`config.mk`:
```
export PLATFORM = sky130hd
export DESIGN_NAME = step_pulse_gen
export DESIGN_NICKNAME = d
export VERILOG_FILES = /design/src/rtl/step_pulse_gen.sv
export SDC_FILE = /design/constraint.sdc
export NUM_CORES = 1
export LEC_CHECK = 0
export CAP_MARGIN = 25
export CORE_AREA = 2 2 131 261
export DETAILED_ROUTE_END_ITERATION = 8
export DIE_AREA = 0 0 133 263
export GPL_TIMING_DRIVEN = 0
export HOLD_SLACK_MARGIN = 0.02
export MAX_ROUTING_LAYER = met4
export RECOVER_POWER = 50
export SLEW_MARGIN = 25
export SYNTH_ARGS = -nofsm -noshare
export SYNTH_HDL_FRONTEND = slang
export SYNTH_SLANG_ARGS = --single-unit
```
`constraint.sdc`:
```
create_clock -name clk -period 4.55 [get_ports clk]
set_clock_uncertainty 0.2 [all_clocks]
set_input_delay 1.1375 -clock clk [delete_from_list [all_inputs] [get_ports clk]]
set_output_delay 1.1375 -clock clk [all_outputs]
set_load 0.1 [all_outputs]
```
`src/rtl/step_pulse_gen.sv`:
```
// step_pulse_gen: turns queued move segments into a step/dir pulse pair.
// Linear period ramp with saturation, dir setup, halt without runt pulses.
module step_pulse_gen #(
  parameter int CNT_W        = 32,
  parameter int TMR_W        = 24,
  parameter int PULSE_W      = 8,
  parameter int DIR_SETUP    = 16,
  parameter int MIN_INTERVAL = 32
) (
  input  logic             clk,
  input  logic             resetn,
  input  logic             move_valid,
  output logic             move_ready,
  input  logic [CNT_W-1:0] move_steps,
  input  logic             move_dir,
  input  logic [TMR_W-1:0] move_interval,
  input  logic [TMR_W-1:0] move_delta,
  input  logic             halt,
  output logic             step,
  output logic             dir,
  output logic             busy,
  output logic [CNT_W-1:0] steps_left,
  output logic             move_done,
  output logic             aborted
);

  localparam logic [2:0] S_IDLE   = 3'd0;
  localparam logic [2:0] S_SETUP  = 3'd1;
  localparam logic [2:0] S_HIGH   = 3'd2;
  localparam logic [2:0] S_LOW    = 3'd3;
  localparam logic [2:0] S_FINISH = 3'd4;

  localparam logic [TMR_W-1:0] MIN_IV = TMR_W'(MIN_INTERVAL);
  localparam logic [TMR_W-1:0] PW     = TMR_W'(PULSE_W);
  localparam logic [TMR_W-1:0] DS     = TMR_W'(DIR_SETUP);
  localparam logic signed [TMR_W+1:0] MIN_S =
    (TMR_W+2)'(MIN_INTERVAL);
  localparam logic signed [TMR_W+1:0] MAX_S =
    {2'b00, {TMR_W{1'b1}}};

  logic [2:0]       state_q, state_d;
  logic             step_q, step_d;
  logic             dir_q, dir_d;
  logic             busy_q, busy_d;
  logic [CNT_W-1:0] left_q, left_d;
  logic             done_q, done_d;
  logic             abort_q, abort_d;
  logic             halt_q, halt_d;
  logic [TMR_W-1:0] ival_q, ival_d;
  logic [TMR_W-1:0] delta_q, delta_d;
  logic [TMR_W-1:0] per_q, per_d;
  logic [TMR_W-1:0] tmr_q, tmr_d;

  logic             accept;
  logic             expired;
  logic             halt_any;
  logic [TMR_W-1:0] per_eff;
  logic [TMR_W-1:0] ival_nxt;
  logic signed [TMR_W+1:0] sum_s;

  assign move_ready = (state_q == S_IDLE) && !halt;
  assign accept     = move_valid && move_ready;
  assign expired    = tmr_q >= per_q;
  assign halt_any   = halt || halt_q;
  assign per_eff    = (ival_q < MIN_IV) ? MIN_IV : ival_q;

  // Ramp step in two extra bits so both wrap directions are visible.
  always_comb begin
    sum_s = $signed({2'b00, ival_q})
          + $signed({{2{delta_q[TMR_W-1]}}, delta_q});
    if (sum_s < MIN_S) begin
      ival_nxt = MIN_IV;
    end else if (sum_s > MAX_S) begin
      ival_nxt = '1;
    end else begin
      ival_nxt = sum_s[TMR_W-1:0];
    end
  end

  always_comb begin
    state_d = state_q;
    step_d  = step_q;
    dir_d   = dir_q;
    busy_d  = busy_q;
    left_d  = left_q;
    done_d  = 1'b0;
    abort_d = abort_q;
    halt_d  = halt_q;
    ival_d  = ival_q;
    delta_d = delta_q;
    per_d   = per_q;
    tmr_d   = tmr_q;
    unique case (state_q)
      S_IDLE: begin
        if (accept) begin
          busy_d  = 1'b1;
          left_d  = move_steps;
          ival_d  = move_interval;
          delta_d = move_delta;
          abort_d = 1'b0;
          halt_d  = 1'b0;
          tmr_d   = '0;
          // per=0 makes LOW fire on the very next edge
          per_d   = '0;
          if (move_steps != '0 && move_dir != dir_q) begin
            dir_d   = move_dir;
            state_d = S_SETUP;
          end else begin
            state_d = S_LOW;
          end
        end
      end
      S_SETUP: begin
        tmr_d = tmr_q + 1'b1;
        if (halt) begin
          state_d = S_FINISH;
          done_d  = 1'b1;
          abort_d = 1'b1;
        end else if (tmr_q == DS) begin
          step_d  = 1'b1;
          state_d = S_HIGH;
          tmr_d   = TMR_W'(1);
          left_d  = left_q - 1'b1;
          per_d   = per_eff;
          ival_d  = ival_nxt;
        end
      end
      S_HIGH: begin
        tmr_d = tmr_q + 1'b1;
        if (halt) halt_d = 1'b1;
        if (tmr_q == PW) begin
          step_d = 1'b0;
          if (halt_any) begin
            state_d = S_FINISH;
            done_d  = 1'b1;
            abort_d = 1'b1;
            halt_d  = 1'b0;
          end else begin
            state_d = S_LOW;
          end
        end
      end
      S_LOW: begin
        tmr_d = tmr_q + 1'b1;
        if (expired && left_q == '0) begin
          state_d = S_FINISH;
          done_d  = 1'b1;
          abort_d = 1'b0;
        end else if (halt) begin
          state_d = S_FINISH;
          done_d  = 1'b1;
          abort_d = 1'b1;
        end else if (expired) begin
          step_d  = 1'b1;
          state_d = S_HIGH;
          tmr_d   = TMR_W'(1);
          left_d  = left_q - 1'b1;
          per_d   = per_eff;
          ival_d  = ival_nxt;
        end
      end
      S_FINISH: begin
        busy_d  = 1'b0;
        state_d = S_IDLE;
      end
      default: begin
        state_d = S_IDLE;
        step_d  = 1'b0;
        busy_d  = 1'b0;
      end
    endcase
  end

  always_ff @(posedge clk or negedge resetn) begin
    if (!resetn) begin
      state_q <= S_IDLE;
      step_q  <= 1'b0;
      dir_q   <= 1'b0;
      busy_q  <= 1'b0;
      left_q  <= '0;
      done_q  <= 1'b0;
      abort_q <= 1'b0;
      halt_q  <= 1'b0;
      ival_q  <= '0;
      delta_q <= '0;
      per_q   <= '0;
      tmr_q   <= '0;
    end else begin
      state_q <= state_d;
      step_q  <= step_d;
      dir_q   <= dir_d;
      busy_q  <= busy_d;
      left_q  <= left_d;
      done_q  <= done_d;
      abort_q <= abort_d;
      halt_q  <= halt_d;
      ival_q  <= ival_d;
      delta_q <= delta_d;
      per_q   <= per_d;
      tmr_q   <= tmr_d;
    end
  end

  assign step       = step_q;
  assign dir        = dir_q;
  assign busy       = busy_q;
  assign steps_left = left_q;
  assign move_done  = done_q;
  assign aborted    = abort_q;

endmodule
```
==> results.md <==
- Initial DRC count: 727
- Max-Slew Margin vs Limit: -96.71%
- Power Density: around 890 nW/µm²
- FF+latch area: 3428 µm²
- CP required: 4.64 ns
- Net count, final: approximately 1400
- Ordered list of cells on the worst path: clkdlybuf4s50_1, nor2_1, nand2_1, a21oi_1, a21oi_1, nor2_1, clkbuf_1, clkbuf_1, a22oi_1
- Ports: 123
- DIE HEIGHT: approximately 260 µm
- Period utilization: 96.30%
- Hold Path Class: flop to flop
- Worst path top cell family by delay: buffers and inverters
- Slowest stage delay, CP: 0.54 ns
- FF+latch count, synth: 137
- Initial antenna violation count: 0
- Synth unique cells: 66
- Max Clock Freq: approximately 230 MHz
- Total congestion overflow: 0
- Synth Area in XOR/XNOR: 2.106%
- Worst-Margin Slew: 2.951 ns
- Vias/cell: 5.463
- Post-synthesis mux area share: 3.432%
- Critical Path Slowest Stage Cell: clkbuf_1
- Peak VDD IR: approximately 0.00034 V
- Initial core utilization: 27.88%
- Final number of setup-violating endpoints: 0
- Die area: about 35000 µm²
- CTS tree: built
- DRC viols: 0
- Most used flip-flop cell after synthesis: dfrtp_1
- R2R Path Start: tmr_q[0]
- Input/output buffers: 122
- Rows: 94
- Die Wd: 133 µm
- Syn_nets: 1230
- Via count: 9178
- Gpl congestion: 0.9313
- # diodes: 0
- Max-cap viol count: 1
- Core footprint: between 30000 and 40000 µm²
- Largest net degree at the start of global routing: 80
- Multi-input logic area: 5325 µm²
- DR WL/cell: 20.27 µm
- Post-DRT Antenna Nets: 0
- Clock H-tree levels: 4
- Failing checks: max-capacitance violations, max-slew violations
- Finished Cell Area: 11560 µm²
- Hold path endpoint: per_q[0]
- CTS max path bufs: 2
- Detailed placement HPWL: between 20 and 30 mm
- Synth async-reset ratio: between 90% and 100%
- Static leakage: 4.644 nW
- CP max FO: 10
- Cell Area, Synth: 9150 µm²
- Simple-Gate Fraction of Synth Area: 22.04%
- Clk sinks: 137
- Synth warn: 0
- Bufs and invs on worst path: 3
- Hold Startpoint: per_q[0]
- Routed WL: 34.05 mm
- Post-synthesis adder-cell area fraction: around 7.3%
- Cells on worst reg2reg path: 13
- Minimum clock period after layout: 4.382 ns
- CTS root buffer: clkbuf_16
- Placed Area: 10940 µm²
- Post-synthesis sequential area ratio: between 30% and 40%
- Vias in the first global route: between 9000 and 10000
- Largest family of logic cells by synthesized area: compound AO/OA/AOI/OAI gates
- DRT Pass-1 Iters: 8
- Area Overhead vs Synth: 26.31%
- Number of synthesized flops with an enable pin: 0
- Reg clk slew, reported paths: roughly 0.060 ns
- Reg2reg setup slack: 0.28 ns
- Clock Latency Late Sink: 0.45 ns
- Setup CP Type: primary input to flop
- Outcome: finished with violations
- Crit start category: primary input
- FILL cells: 3370
- Worst R2R End: steps_left[6]
- Fin. max-slew vios: 60
- Synthesized area per cell: 8.379 µm²
- Worst Hold Path Cells: 2
- Share of cells above drive strength 1: 7.212%
- Crit. End Element: flop
- Compound-cell area share of the yosys netlist: 22.95%
- Mapped Cells: 1092
- TritonCTS Buffers: 17
- CP arrival: 4.47 ns
- Fin. Hold Viols: 0
- First-pass GRT wire length: between 50 and 60 mm
- Gr usage total: 20.26%
- Util after Layout: 35.22%
==> tightest hold or removal path, delay by kind of cell (launching register included) <==
family	cells	cell delay [ns]
flops	1	0.36
simple gates	2	0.10
==> state kept, by name (all words and copies together), names as in the netlist <==
signal and count:
tmr_q 24, halt_q 1, per_q 24, state_q 3
steps_left 32, dir 1, move_done 1, busy 1
aborted 1, ival_q 24, delta_q 24, step 1
==> kinds of logic (layout without fill, tap and decap cells) <==
logic type / after synthesis / count (layout)
AOI/OAI and AO/OA: 341 / 341
xor gates and xnor gates: 22 / 22
adders and majority gates: 53 / 53
buffers and inverters: 109 / 265
DFF: 137 / 137
muxes: 28 / 28
and+or+nand+nor: 402 / 402
==> Yosys cell counts, types with 7 or more instances <==
| master | number | area [µm²] |
|---|---|---|
| dfrtp_1 | 137 | 3428 |
| a2bb2oi_1 | 8 | 70.07 |
| nand3_1 | 52 | 260.3 |
| o31ai_1 | 9 | 67.56 |
| nor4_1 | 30 | 187.7 |
| nor3_1 | 21 | 105.1 |
| nand2_1 | 90 | 337.8 |
| and3_1 | 14 | 87.58 |
| o22ai_1 | 7 | 43.79 |
| a211oi_1 | 7 | 52.55 |
| mux2_2 | 27 | 304.0 |
| a31oi_1 | 33 | 206.5 |
| a22oi_1 | 10 | 75.07 |
| a21oi_1 | 66 | 330.3 |
| ha_1 | 52 | 650.6 |
| nor3b_1 | 12 | 90.09 |
| o21ai_0 | 124 | 620.6 |
| inv_1 | 45 | 168.9 |
| or3_1 | 7 | 43.79 |
| nand4_1 | 17 | 106.4 |
| xor2_1 | 12 | 105.1 |
| nor2_1 | 104 | 390.4 |
| a21o_1 | 17 | 127.6 |
| o211ai_1 | 13 | 97.59 |
| nand2b_1 | 20 | 125.1 |
| xnor2_1 | 10 | 87.58 |
| clkbuf_1 | 50 | 187.7 |
==> report_power, final <==
group	total (mW)	internal, mW	switching [mW]	leakage (nW)
clock	1.44	0.867	0.578	0.287
combinational	6.67	2.10	4.58	2.66
sequential	2.22	1.69	0.528	1.70
==> metrics by stage <==
stage	total power [mW]	hold slack, ns	TNS (ns)	worst slack, ns	instances
after floorplan	6.793	0.2453	0	0.06162	1092
after global placement	8.738	0.2635	-532.99	-3.859	1646
after detailed placement	8.817	0.2733	-9.171	-0.3031	1647
after CTS	10.31	0.2907	0	0.03486	1679
after global routing	11.02	0.3382	-0.04696	-0.01509	1680
final	10.34	0.2943	0	0.1684	1680
==> metal layers <==
layer / GRT usage, % / wire length (µm)
met3: 3.312 / 1335
met5: - / 0
met1: 18.97 / 11450
met4: 13.43 / 2551
met2: 37.39 / 18720
==> how the worst max path moves through the flow <==
stage / slack (ns) / start / cells after the start / end
final: 0.17 / halt / 9 / steps_left[6]
after CTS: 0.03 / ival_q[13] / 12 / ival_q[1]
after global routing: -0.02 / steps_left[0] / 13 / per_q[17]
after floorplan: 0.06 / halt / 8 / steps_left[24]
after global placement: -3.86 / resetn / 1 / steps_left[22]
after detailed placement: -0.30 / halt / 9 / steps_left[6]
==> layout make-up <==
| cell class | count | area share (%) |
|---|---|---|
| buffer | 64 | 2.252 |
| clock buffer | 18 | 3.800 |
| clock inverter | 14 | 1.342 |
| inverter | 45 | 1.462 |
| multi-input combinational | 846 | 46.08 |
| sequential | 137 | 29.66 |
| tap | 432 | 4.677 |
| timing repair buffer | 124 | 10.73 |
==> timing repair <==
action | in CTS | in global routing
setup endpoints to repair | 5 | 68
pin swaps | 0 | 1
hold endpoints to repair | 0 | 0
resized for setup | 1 | 7
hold buffers | 0 | 0
setup buffers | 0 | 1
cloned | 0 | 0
==> cells in the final DEF (no fill, tap or decap), types with 5 or more instances in the layout <==
cell type and instances:
o21ai_0 124, nand3_1 52, or2_2 6, nand2_1 90, a31oi_1 33, clkbuf_16 17
a21oi_1 65, clkbuf_1 51, nor4_1 29, a21o_1 17, xor2_1 12, and3_1 14
o22ai_1 7, buf_2 6, clkinv_2 7, nor3_1 21, a211oi_1 6, a22oi_1 10
inv_1 45, xnor2_1 10, o31ai_1 9, a2bb2oi_1 8, ha_1 52, nand4_1 17
o21ai_1 6, clkdlybuf4s50_1 121, nand3b_1 5, nand2b_1 20, or3_1 7, nor2b_1 6
dfrtp_1 137, mux2_2 27, o211ai_1 13, nor3b_1 12, o2bb2ai_1 5, nor2_1 103
(Power assumes the default switching activity.)
